### config.mk
export PLATFORM = sky130hd
export DESIGN_NAME = mem_fill_arbiter
export DESIGN_NICKNAME = d
export VERILOG_FILES = /design/src/rtl/mem_fill_arbiter_pkg.sv /design/src/rtl/mem_fill_arbiter.sv
export SDC_FILE = /design/constraint.sdc
export NUM_CORES = 1
export LEC_CHECK = 0
export ABC_CLOCK_PERIOD_IN_PS = 2200
export BUFFER_PORTS_ARGS = -buffer_cell sky130_fd_sc_hd__buf_4
export CAP_MARGIN = 20
export CORE_UTILIZATION = 40
export DETAILED_ROUTE_END_ITERATION = 10
export GPL_TIMING_DRIVEN = 0
export PLACE_DENSITY = 0.69
export REMOVE_ABC_BUFFERS = 1
export SLEW_MARGIN = 10
export SYNTH_ARGS = -nofsm -noshare
export SYNTH_HDL_FRONTEND = slang
export SYNTH_SLANG_ARGS = --single-unit
### constraint.sdc
create_clock -name clk -period 2.2 [get_ports clk]
set_input_delay 0.44 -clock clk [delete_from_list [all_inputs] [get_ports clk]]
set_output_delay 0.44 -clock clk [all_outputs]
set_load 0.02 [all_outputs]
### src/rtl/mem_fill_arbiter_pkg.sv
// Shared types and defaults for the memory fill arbiter.
// Holds the FSM state encoding, the owner encoding and the block geometry defaults.
package mem_fill_arbiter_pkg;

  localparam int ADDR_WIDTH_DEF  = 16;
  localparam int BLOCK_WORDS_DEF = 8;
  localparam int IDX_W_DEF       = 3;
  localparam int DATA_W          = 16;

  typedef enum logic [1:0] {
    ST_IDLE  = 2'd0,
    ST_WRITE = 2'd1,
    ST_READ  = 2'd2
  } state_e;

  typedef enum logic [1:0] {
    OWN_NONE = 2'd0,
    OWN_I    = 2'd1,
    OWN_D    = 2'd2
  } owner_e;

endpackage

### src/rtl/mem_fill_arbiter.sv
// Arbitrates the single-ported pipelined memory between the I-side and D-side miss handlers.
// Reads issue a whole block back to back; returned words are steered to the owner by arrival count.
module mem_fill_arbiter
  import mem_fill_arbiter_pkg::*;
#(
  parameter int ADDR_WIDTH  = ADDR_WIDTH_DEF,
  parameter int BLOCK_WORDS = BLOCK_WORDS_DEF,
  parameter int IDX_W       = IDX_W_DEF
) (
  input  logic                  clk,
  input  logic                  rst,
  input  logic                  i_req,
  input  logic [ADDR_WIDTH-1:0] i_addr,
  output logic [DATA_W-1:0]     i_fill_data,
  output logic [IDX_W-1:0]      i_fill_idx,
  output logic                  i_fill_valid,
  output logic                  i_done,
  input  logic                  d_req,
  input  logic                  d_wr,
  input  logic [ADDR_WIDTH-1:0] d_addr,
  input  logic [DATA_W-1:0]     d_wdata,
  output logic [DATA_W-1:0]     d_fill_data,
  output logic [IDX_W-1:0]      d_fill_idx,
  output logic                  d_fill_valid,
  output logic                  d_done,
  output logic                  mem_en,
  output logic                  mem_wr,
  output logic [ADDR_WIDTH-1:0] mem_addr,
  output logic [DATA_W-1:0]     mem_wdata,
  input  logic [DATA_W-1:0]     mem_rdata,
  input  logic                  mem_valid,
  output state_e                dbg_state
);

  localparam logic [IDX_W:0]   ISSUE_END = (IDX_W+1)'(BLOCK_WORDS);
  localparam logic [IDX_W-1:0] RX_LAST   = IDX_W'(BLOCK_WORDS - 1);

  state_e                  state_q;
  owner_e                  owner_q;
  owner_e                  last_grant_q;
  logic [IDX_W:0]          issue_cnt_q;
  logic [IDX_W-1:0]        rx_cnt_q;
  logic [ADDR_WIDTH-1:0]   base_q;
  logic                    mem_en_q;
  logic                    mem_wr_q;
  logic [ADDR_WIDTH-1:0]   mem_addr_q;
  logic [DATA_W-1:0]       mem_wdata_q;

  owner_e                  grant_d;
  logic [ADDR_WIDTH-1:0]   grant_base_d;
  logic [ADDR_WIDTH-1:0]   issue_addr_d;
  logic                    rd_fill;
  logic                    rx_last;
  logic                    unused_addr_bits;

  assign unused_addr_bits = ^{i_addr[IDX_W:0], d_addr[0]};

  // Round-robin only matters on a tie: D wins when I had the last grant.
  assign grant_d = (d_req && (!i_req || last_grant_q == OWN_I)) ? OWN_D : OWN_I;

  always_comb begin
    grant_base_d = (grant_d == OWN_D) ? d_addr : i_addr;
    grant_base_d[IDX_W:0] = '0;
  end

  assign issue_addr_d = base_q + {{(ADDR_WIDTH-IDX_W-1){1'b0}}, issue_cnt_q[IDX_W-1:0], 1'b0};

  always_ff @(posedge clk) begin
    if (rst) begin
      state_q      <= ST_IDLE;
      owner_q      <= OWN_NONE;
      last_grant_q <= OWN_I;
      issue_cnt_q  <= '0;
      rx_cnt_q     <= '0;
      base_q       <= '0;
      mem_en_q     <= 1'b0;
      mem_wr_q     <= 1'b0;
      mem_addr_q   <= '0;
      mem_wdata_q  <= '0;
    end else begin
      case (state_q)
        ST_IDLE: begin
          if (i_req || d_req) begin
            owner_q      <= grant_d;
            last_grant_q <= grant_d;
            mem_en_q     <= 1'b1;
            if (grant_d == OWN_D && d_wr) begin
              state_q     <= ST_WRITE;
              mem_wr_q    <= 1'b1;
              mem_addr_q  <= {d_addr[ADDR_WIDTH-1:1], 1'b0};
              mem_wdata_q <= d_wdata;
            end else begin
              // First word goes out the cycle after the grant, so the count starts at one.
              state_q     <= ST_READ;
              base_q      <= grant_base_d;
              mem_addr_q  <= grant_base_d;
              issue_cnt_q <= (IDX_W+1)'(1);
              rx_cnt_q    <= '0;
            end
          end
        end
        ST_WRITE: begin
          state_q     <= ST_IDLE;
          owner_q     <= OWN_NONE;
          mem_en_q    <= 1'b0;
          mem_wr_q    <= 1'b0;
          mem_addr_q  <= '0;
          mem_wdata_q <= '0;
        end
        ST_READ: begin
          if (issue_cnt_q < ISSUE_END) begin
            mem_en_q    <= 1'b1;
            mem_addr_q  <= issue_addr_d;
            issue_cnt_q <= issue_cnt_q + (IDX_W+1)'(1);
          end else begin
            mem_en_q   <= 1'b0;
            mem_addr_q <= '0;
          end
          if (mem_valid) begin
            if (rx_last) begin
              state_q     <= ST_IDLE;
              owner_q     <= OWN_NONE;
              issue_cnt_q <= '0;
              rx_cnt_q    <= '0;
              mem_en_q    <= 1'b0;
              mem_addr_q  <= '0;
            end else begin
              rx_cnt_q <= rx_cnt_q + IDX_W'(1);
            end
          end
        end
        default: begin
          state_q  <= ST_IDLE;
          owner_q  <= OWN_NONE;
          mem_en_q <= 1'b0;
          mem_wr_q <= 1'b0;
        end
      endcase
    end
  end

  // Fill path is combinational so a word reaches the owner in the cycle it returns.
  assign rd_fill = !rst && (state_q == ST_READ) && mem_valid;
  assign rx_last = (rx_cnt_q == RX_LAST);

  assign i_fill_valid = rd_fill && (owner_q == OWN_I);
  assign d_fill_valid = rd_fill && (owner_q == OWN_D);
  assign i_fill_data  = i_fill_valid ? mem_rdata : '0;
  assign d_fill_data  = d_fill_valid ? mem_rdata : '0;
  assign i_fill_idx   = i_fill_valid ? rx_cnt_q : '0;
  assign d_fill_idx   = d_fill_valid ? rx_cnt_q : '0;
  assign i_done       = i_fill_valid && rx_last;
  assign d_done       = (d_fill_valid && rx_last) || (!rst && state_q == ST_WRITE);

  assign mem_en    = mem_en_q;
  assign mem_wr    = mem_wr_q;
  assign mem_addr  = mem_addr_q;
  assign mem_wdata = mem_wdata_q;
  assign dbg_state = state_q;

endmodule

==> results of run 1 <==
## where the power goes
part | internal (W) | switching (W) | total [W]
Sequential | 0.00117 | 0.0000744 | 0.00125
Clock | 0.000625 | 0.000415 | 0.00104
Combinational | 0.000444 | 0.000518 | 0.000962
Total | 0.00224 | 0.00101 | 0.00325
## layer usage
layer  up-vias  GRT usage (%)  routed length [µm]
met2       128           41.5                4590
met5         -              0                   0
met3        11           7.12                 659
met4         0           5.56                  97
met1      1455           24.3                3770
li1       1537              -                   -
## placed cells by master (no fill, tap or decap), types with 2 or more instances in the layout
cell type,netlist,routed
nand4_1,2,2
bufinv_16,0,2
o32ai_1,3,3
and2_4,0,33
nor3_1,4,2
buf_16,0,2
nand2_1,20,19
nand3b_1,2,2
mux2i_1,24,24
ha_1,8,6
clkbuf_8,0,9
a211oi_1,15,15
or2_2,2,2
clkinv_2,0,3
ha_4,0,2
dfxtp_1,58,56
a31oi_1,5,5
nand2b_1,3,3
nand3_1,3,3
and2_1,40,7
buf_6,6,44
nor3_4,0,2
a32oi_1,2,2
a21oi_1,17,16
buf_4,5,110
nor2b_1,27,27
nor2_1,24,24
inv_1,7,6
a21boi_4,1,2
a311oi_1,14,14
a22oi_1,3,3
a22o_1,19,19
dfxtp_4,0,2
## flip-flops by register name, summed over array words and instances (netlist names)
register	count
mem_wr	1
rx_cnt_q	3
issue_cnt_q	4
owner_q	2
base_q	12
mem_en	1
mem_addr	15
last_grant_q	2
mem_wdata	16
dbg_state	2
## cell type report
class                   instances  area (µm²)
repair buffers                156        1380
fillers                       651        2870
multi-input cells             258        1950
well taps                     102         128
flip-flops and latches         58        1170
inverters                       7        28.8
clock inverters                 6        82.6
clock buffers                   9         124
## critical path: stages
cell	delay (ps)
buf_4	260
nand3b_1	350
nor3_4	300
buf_6	190
and2_4	150
buf_6	110
## path summary, 6_finish.rpt
| check | start | end | slack [ps] |
|---|---|---|---|
| max reg2reg | rx_cnt_q[0] | mem_addr[9] | 220 |
| max | rst | i_fill_data[8] | -60 |
| min reg2reg | base_q[10] | mem_addr[10] | 480 |
| min | d_wdata[3] | mem_wdata[3] | 320 |
## logic make-up (layout without fill, tap and decap cells)
logic type                 Yosys count  after routing
AOI/OAI and AO/OA                   90             90
adders and majority gates            8              8
buffers and inverters               39            178
DFF                                 58             58
muxes                               24             24
other                                1              1
and+or+nand+nor                    135            135
## timing repair
action / CTS / global route
cloned: 4 / 0
pin swaps: 20 / 13
setup buffers: 7 / 0
setup endpoints to repair: 73 / 61
resized for setup: 75 / 20
## stage by stage
step	hold WS, ps	cell area, µm²	TNS [ps]	total power, W
floorplan	453	2980	-79120	0.00179
global placement	463	4170	-138210	0.00212
detailed placement	467	4270	-10280	0.00218
CTS	314	4790	-3210	0.00326
global route	310	4860	-4970	0.00343
finish	324	4860	-1410	0.00325
==> summary.md, run 1 <==
| Metric | Value |
|---|---|
| Status | `finished, violations left` |
| Violated checks | `setup timing` |
| TritonRoute pass-1 iters | `4` |
| Via Count | `3131` |
| Max-slew headroom | `45.3%` |
| Vias/cell | `5.25` |
| Proportion of synthesized area in mux cells | `7.54%` |
| Max Cap Violations | `0` |
| Power Density | `668 nW/µm²` |
| Worst hold stages | `2` |
| Clock Tree Buf Depth | `2` |
| First-pass GRT wire length | `15000 µm` |
| Die area | `8330 µm²` |
| Synthesized cell area | `3190 µm²` |
| Min Clock Period, post-route | `2260 ps` |
| Boundary Pins | `148` |
| CTS Hold Buffers Added | `0` |
| FP Rows | `32` |
| Layout cell share with drive strength beyond 1 | `44.9%` |
| Sequential element share of the synthesized area | `36.4%` |
| Kind of critical path | `primary input to primary output` |
| Adder-cell area share of the yosys netlist | `3.14%` |
| Worst min path class | `primary input to flop` |
| Leakage | `2.20 nW` |
| Ys flop type | `dfxtp_1` |
| RSZ-0062 raised after global routing | `true` |
| Core Util, Final | `62.9%` |
| Worst Setup End Kind | `primary output` |
| Starting density of the core | `41.3%` |
| DRC | `0` |
| CP Launch Type | `primary input` |
| XOR/XNOR Fraction of Synth Area | `0%` |
| Yosys reg bits | `58` |
| Final setup viols | `40` |
| Total core area | `7730 µm²` |
| Number of global-route vias before repair | `3072` |
| Area contributors post-synth | `dfxtp_1, and2_1, mux2i_1` |
| Cell accounting for the most synthesized area | `dfxtp_1` |
| Largest family of logic cells by synthesized area | `simple AND/OR/NAND/NOR gates` |
| CTS tree | `yes` |
| Simple-gate area share of the yosys netlist | `23.1%` |
| Clock Skews | `7.96 ps` |
| Synth Instances | `355` |
| Most frequent cells after synthesis | `dfxtp_1, and2_1, nor2b_1` |
| Setup ws final | `-57.2 ps` |
| Post-route insts no fill | `596` |
| Initial DRC Count | `141` |
| TritonCTS Buffers | `9` |
| Gr ovfl total | `0` |
| Layout area overhead | `52.5%` |
| Number of synthesized flops with an enable pin | `0` |
| Clock Tree Root | `clkbuf_8` |
| Slew Limit Fails | `0` |
| CP arrival | `1820 ps` |
| Avg Inst Size Synth | `8.98 µm²` |
| Total wire length | `9120 µm` |
| Placement Setup Slack | `-399 ps` |
| Post-DR wirelength/cell | `15.3 µm` |
| Compound-cell area share of the yosys netlist | `22.4%` |
| Gpl congestion | `0.789` |
| Die Ht | `91.3 µm` |
| IO Port Bufs | `141` |
| Ys async rst share | `0%` |
| Maximum VDD drop | `0.349 mV` |
| Unique cell type count in the Yosys netlist | `49` |
| Placed cells | `570` |
| # nets final | `568` |
| H-Tree Level Count | `3` |
| Worst Reg2Reg Path Length in Cells | `6` |
| Die Wd | `91.3 µm` |
| Crit share post-route | `103%` |
| Req. time, crit path | `1760 ps` |
| Proportion of netlist area held by the largest area contributor | `36.4%` |
| Clock Latency Late Sink | `330 ps` |
| ANT nets after route | `0` |
| Final Hold Fails | `0` |
| Most common cell in the netlist | `dfxtp_1` |
| Fmax | `0.443 GHz` |
| Diodes inserted | `0` |
| Largest net degree at the start of global routing | `46` |
| Clk slew on worst S/H paths | `60 ps` |
| Global Route Usage Sum | `22.3%` |
| Clock Sinks | `58` |
| Worst Tran Pin Value | `819 ps` |
| Initial antenna violation count | `0` |
| Post-DP HPWL | `6030 µm` |
| Synth warnings | `0` |
| CP max FO | `45` |
No activity file was read; power rests on OpenSTA's default activity.
==> inputs of run 2 (changes only) <==
- CELL_PAD_IN_SITES_DETAIL_PLACEMENT: not set -> 1
- CELL_PAD_IN_SITES_GLOBAL_PLACEMENT: not set -> 2
- CORE_UTILIZATION: 40 -> 26
- PLACE_DENSITY: 0.69 -> 0.79
==> run 2 against run 1 <==
Net effect:
- the run still ends with setup timing left
- largest power group is now the clock network
- sequential power hardly changed
- maximum frequency is 2.6% lower
- clock power increased by 44%
- register-to-register slack got worse by 40 ps
- critical path depth rose by 2
- wire length up 15%
- sequential share of layout area is 1.1 points lower
- utilization decreased by 20 points
- clock skew shrank 3.6 ps
- non-clock buffer count rose by 2
==> summary.md, run 2 (synthesis gave the netlist of run 1 again) <==
| Metric | Value |
|---|---|
| Clock Tree Root | `clkbuf_16` |
| Initial antenna violation count | `0 (unchanged)` |
| Logic pwr share | `26.1% (-3.5 points)` |
| DRC | `0 (unchanged)` |
| CP max-delay cell | `dfxtp_4` |
| First-pass GRT wire length | `15900 µm (+6.1%)` |
| Final hold slack | `324 ps (+0.297 ps)` |
| Gpl congestion | `0.729 (-7.7%)` |
| Max-slew headroom | `50.7% (+5.4 points)` |
| Clock share of power | `40.2% (+8.2 points)` |
| Clock Tree Buf Depth | `2 (unchanged)` |
| Clock Latency Late Sink | `320 ps (about the same)` |
| Crit path to | `i_fill_data[15]` |
| Setup crit start | `dbg_state[0]` |
| Layout cell share with drive strength beyond 1 | `45.9% (+0.94 points)` |
| Status | `finished, violations left` |
| Req. time, crit path | `1760 ps (about the same)` |
| CP delay by family, top | `buffers and inverters` |
| CP Launch Type | `flop` |
| RSZ-0062 raised after global routing | `true` |
| R2r startpoint | `rx_cnt_q[0]` |
| Post-DR wirelength/cell | `16.2 µm (+6.0%)` |
| Die Wd | `113 µm (+24%)` |
| Sw power | `0.00109 W (+8.2%)` |
| Crit share post-route | `105% (+2.7 points)` |
| Clk slew on worst S/H paths | `50 ps (about the same)` |
| Violated checks | `setup timing` |
| Worst min path class | `primary input to flop` |
| Via Count | `3153 (+0.70%)` |
| Clock Sinks | `58 (unchanged)` |
| Global Route Usage Sum | `15.8% (-6.6 points)` |
| Slowest stage delay, CP | `370 ps (+20 ps)` |
| Number of global-route vias before repair | `3101 (+0.94%)` |
| Vias/cell | `4.90 (-6.8%)` |
| Power Density | `732 nW/µm² (+9.6%)` |
| FP Rows | `40 (+25%)` |
| Most common cell after layout, fill and taps aside | `buf_4` |
| Commonest non-fill, non-tap cells in the layout | `buf_4, dfxtp_1, buf_6` |
| Largest net degree at the start of global routing | `46 (unchanged)` |
| Setup ws final | `-116 ps (-59.1 ps)` |
| Initial DRC Count | `85 (-40%)` |
| Worst Tran Pin Value | `737 ps (-81.2 ps)` |
| Worst path cell trace | `inv_4 > ha_4 > nand3b_1 > buf_6 > nor3_4 > buf_6 > and2_4 > buf_6` |
| Worst hold stages | `2 (unchanged)` |
| Cell mode on critical path | `buf_6` |
| Max Cap Violations | `0 (unchanged)` |
| Sequential group share of total power | `33.7% (-4.7 points)` |
| Worst Setup End Kind | `primary output` |
| Final setup viols | `33 (-18%)` |
| Boundary Pins | `148 (unchanged)` |
| CP max FO | `7 (-84%)` |
| Die area | `12700 µm² (+53%)` |
| Kind of critical path | `flop to primary output` |
| CTS tree | `yes` |
| Crit path depth | `8 (+2)` |
| Maximum VDD drop | `0.403 mV (+16%)` |
| Diodes inserted | `0 (unchanged)` |
| Buffers & Inverters on Critical Path | `4 (+1)` |
| Sw Share | `29.3% (-1.7 points)` |
| Total wire length | `10400 µm (+15%)` |
| Hold Startpoint | `d_wdata[13]` |
| IO Port Bufs | `141 (unchanged)` |
| H-Tree Level Count | `3 (unchanged)` |
| # nets final | `570 (+0.35%)` |
| Clock Skews | `4.36 ps (-3.60 ps)` |
| CP arrival | `1880 ps (+60 ps)` |
| Placed cells | `615 (+7.9%)` |
| ANT nets after route | `0 (unchanged)` |
| Starting density of the core | `26.7% (-15 points)` |
| Die Ht | `113 µm (+24%)` |
| Final Hold Fails | `0 (unchanged)` |
| Max FFs per register | `16 (unchanged)` |
| Total core area | `12000 µm² (+55%)` |
| TritonRoute pass-1 iters | `4 (unchanged)` |
| Fmax | `0.432 GHz (-2.6%)` |
| Slew Limit Fails | `0 (unchanged)` |
| Min Clock Period, post-route | `2320 ps (+59.1 ps)` |
| Crit Reg-Reg Endpoint | `mem_addr[9]` |
| TritonCTS Buffers | `9 (unchanged)` |
| Leakage | `2.28 nW (+3.3%)` |
| Reg-to-reg slack, setup | `180 ps (-40 ps)` |
| Post-DP HPWL | `7050 µm (+17%)` |
| Worst Reg2Reg Path Length in Cells | `6 (unchanged)` |
| Internal power | `0.00263 W (+17%)` |
| Gr ovfl total | `0 (unchanged)` |
| Layout area overhead | `59.5%` |
| Post-route insts no fill | `644 (+8.1%)` |
run 2: changes by cell type in the layout (fill, tap and decap cells not counted), moves of 4 or more:
cell,change
buf_6,+5
and2_4,+5
clkbuf_16,+9
clkbuf_8,-8
buf_4,-4
and2_1,-5
run 2: layer usage:
metal	vias up	global-route usage (%)	routed length [µm]
met5	-	0	0
met4	0	4.89	153
met3	15	3.48	413
met2	72	28.1	5470
met1	1524	18.8	4410
li1	1542	-	-
run 2: how the worst min path moves through the flow:
stage | slack, ps | endpoint
6_report | 320 | mem_wdata[13]
5_1_grt | 320 | mem_wdata[2]
4_1_cts | 310 | mem_wdata[4]
3_5_place_dp | 460 | mem_wdata[5]
3_3_place_gp | 460 | mem_wdata[5]
2_1_floorplan | 450 | mem_addr[10]
run 2: timing repair:
item / in CTS / in global routing
hold buffers: 0 / 0
gates resized for setup: 15 / 87
endpoints found under the setup margin: 79 / 78
gates cloned: 1 / 1
hold endpoints to repair: 0 / 0
pin swaps: 3 / 31
buffers inserted: 6 / 5
run 2: final cells by class:
cell class	instances	area, µm²
fillers	1378	6880
inverters	7	28.8
clock buffers	11	243
multi-input cells	258	1960
flip-flops and latches	58	1170
clock inverters	5	77.6
repair buffers	158	1420
well taps	147	184
run 2: worst reg2reg max path, delay by kind of cell, from the launching register on:
family                     cells  cell delay (ps)
AOI/OAI and AO/OA              2              530
and+or+nand+nor                2              530
adders and majority gates      2              510
DFF                            1              350
run 2: metrics by stage:
step           power (W)  utilization [%]  area [µm²]  worst slack, ps  setup TNS, ps
2_1_floorplan    0.00179                -        2980            -1300         -79120
3_3_place_gp     0.00215             35.3        4220            -2480        -148490
3_5_place_dp     0.00220             36.2        4330             -281         -11860
4_1_cts          0.00374             39.7        4750             -195          -7040
5_1_grt          0.00391             42.5        5080             -210          -5620
6_report         0.00372             42.5        5080             -116          -2350
run 2: power groups by stage:
stage | logic [W] | registers [W] | clock network [W]
6_report | 0.000971 | 0.00125 | 0.00150
3_5_place_dp | 0.000928 | 0.00127 | 0
2_1_floorplan | 0.000453 | 0.00134 | 0
5_1_grt | 0.00106 | 0.00127 | 0.00158
3_3_place_gp | 0.000884 | 0.00126 | 0
4_1_cts | 0.000949 | 0.00125 | 0.00154
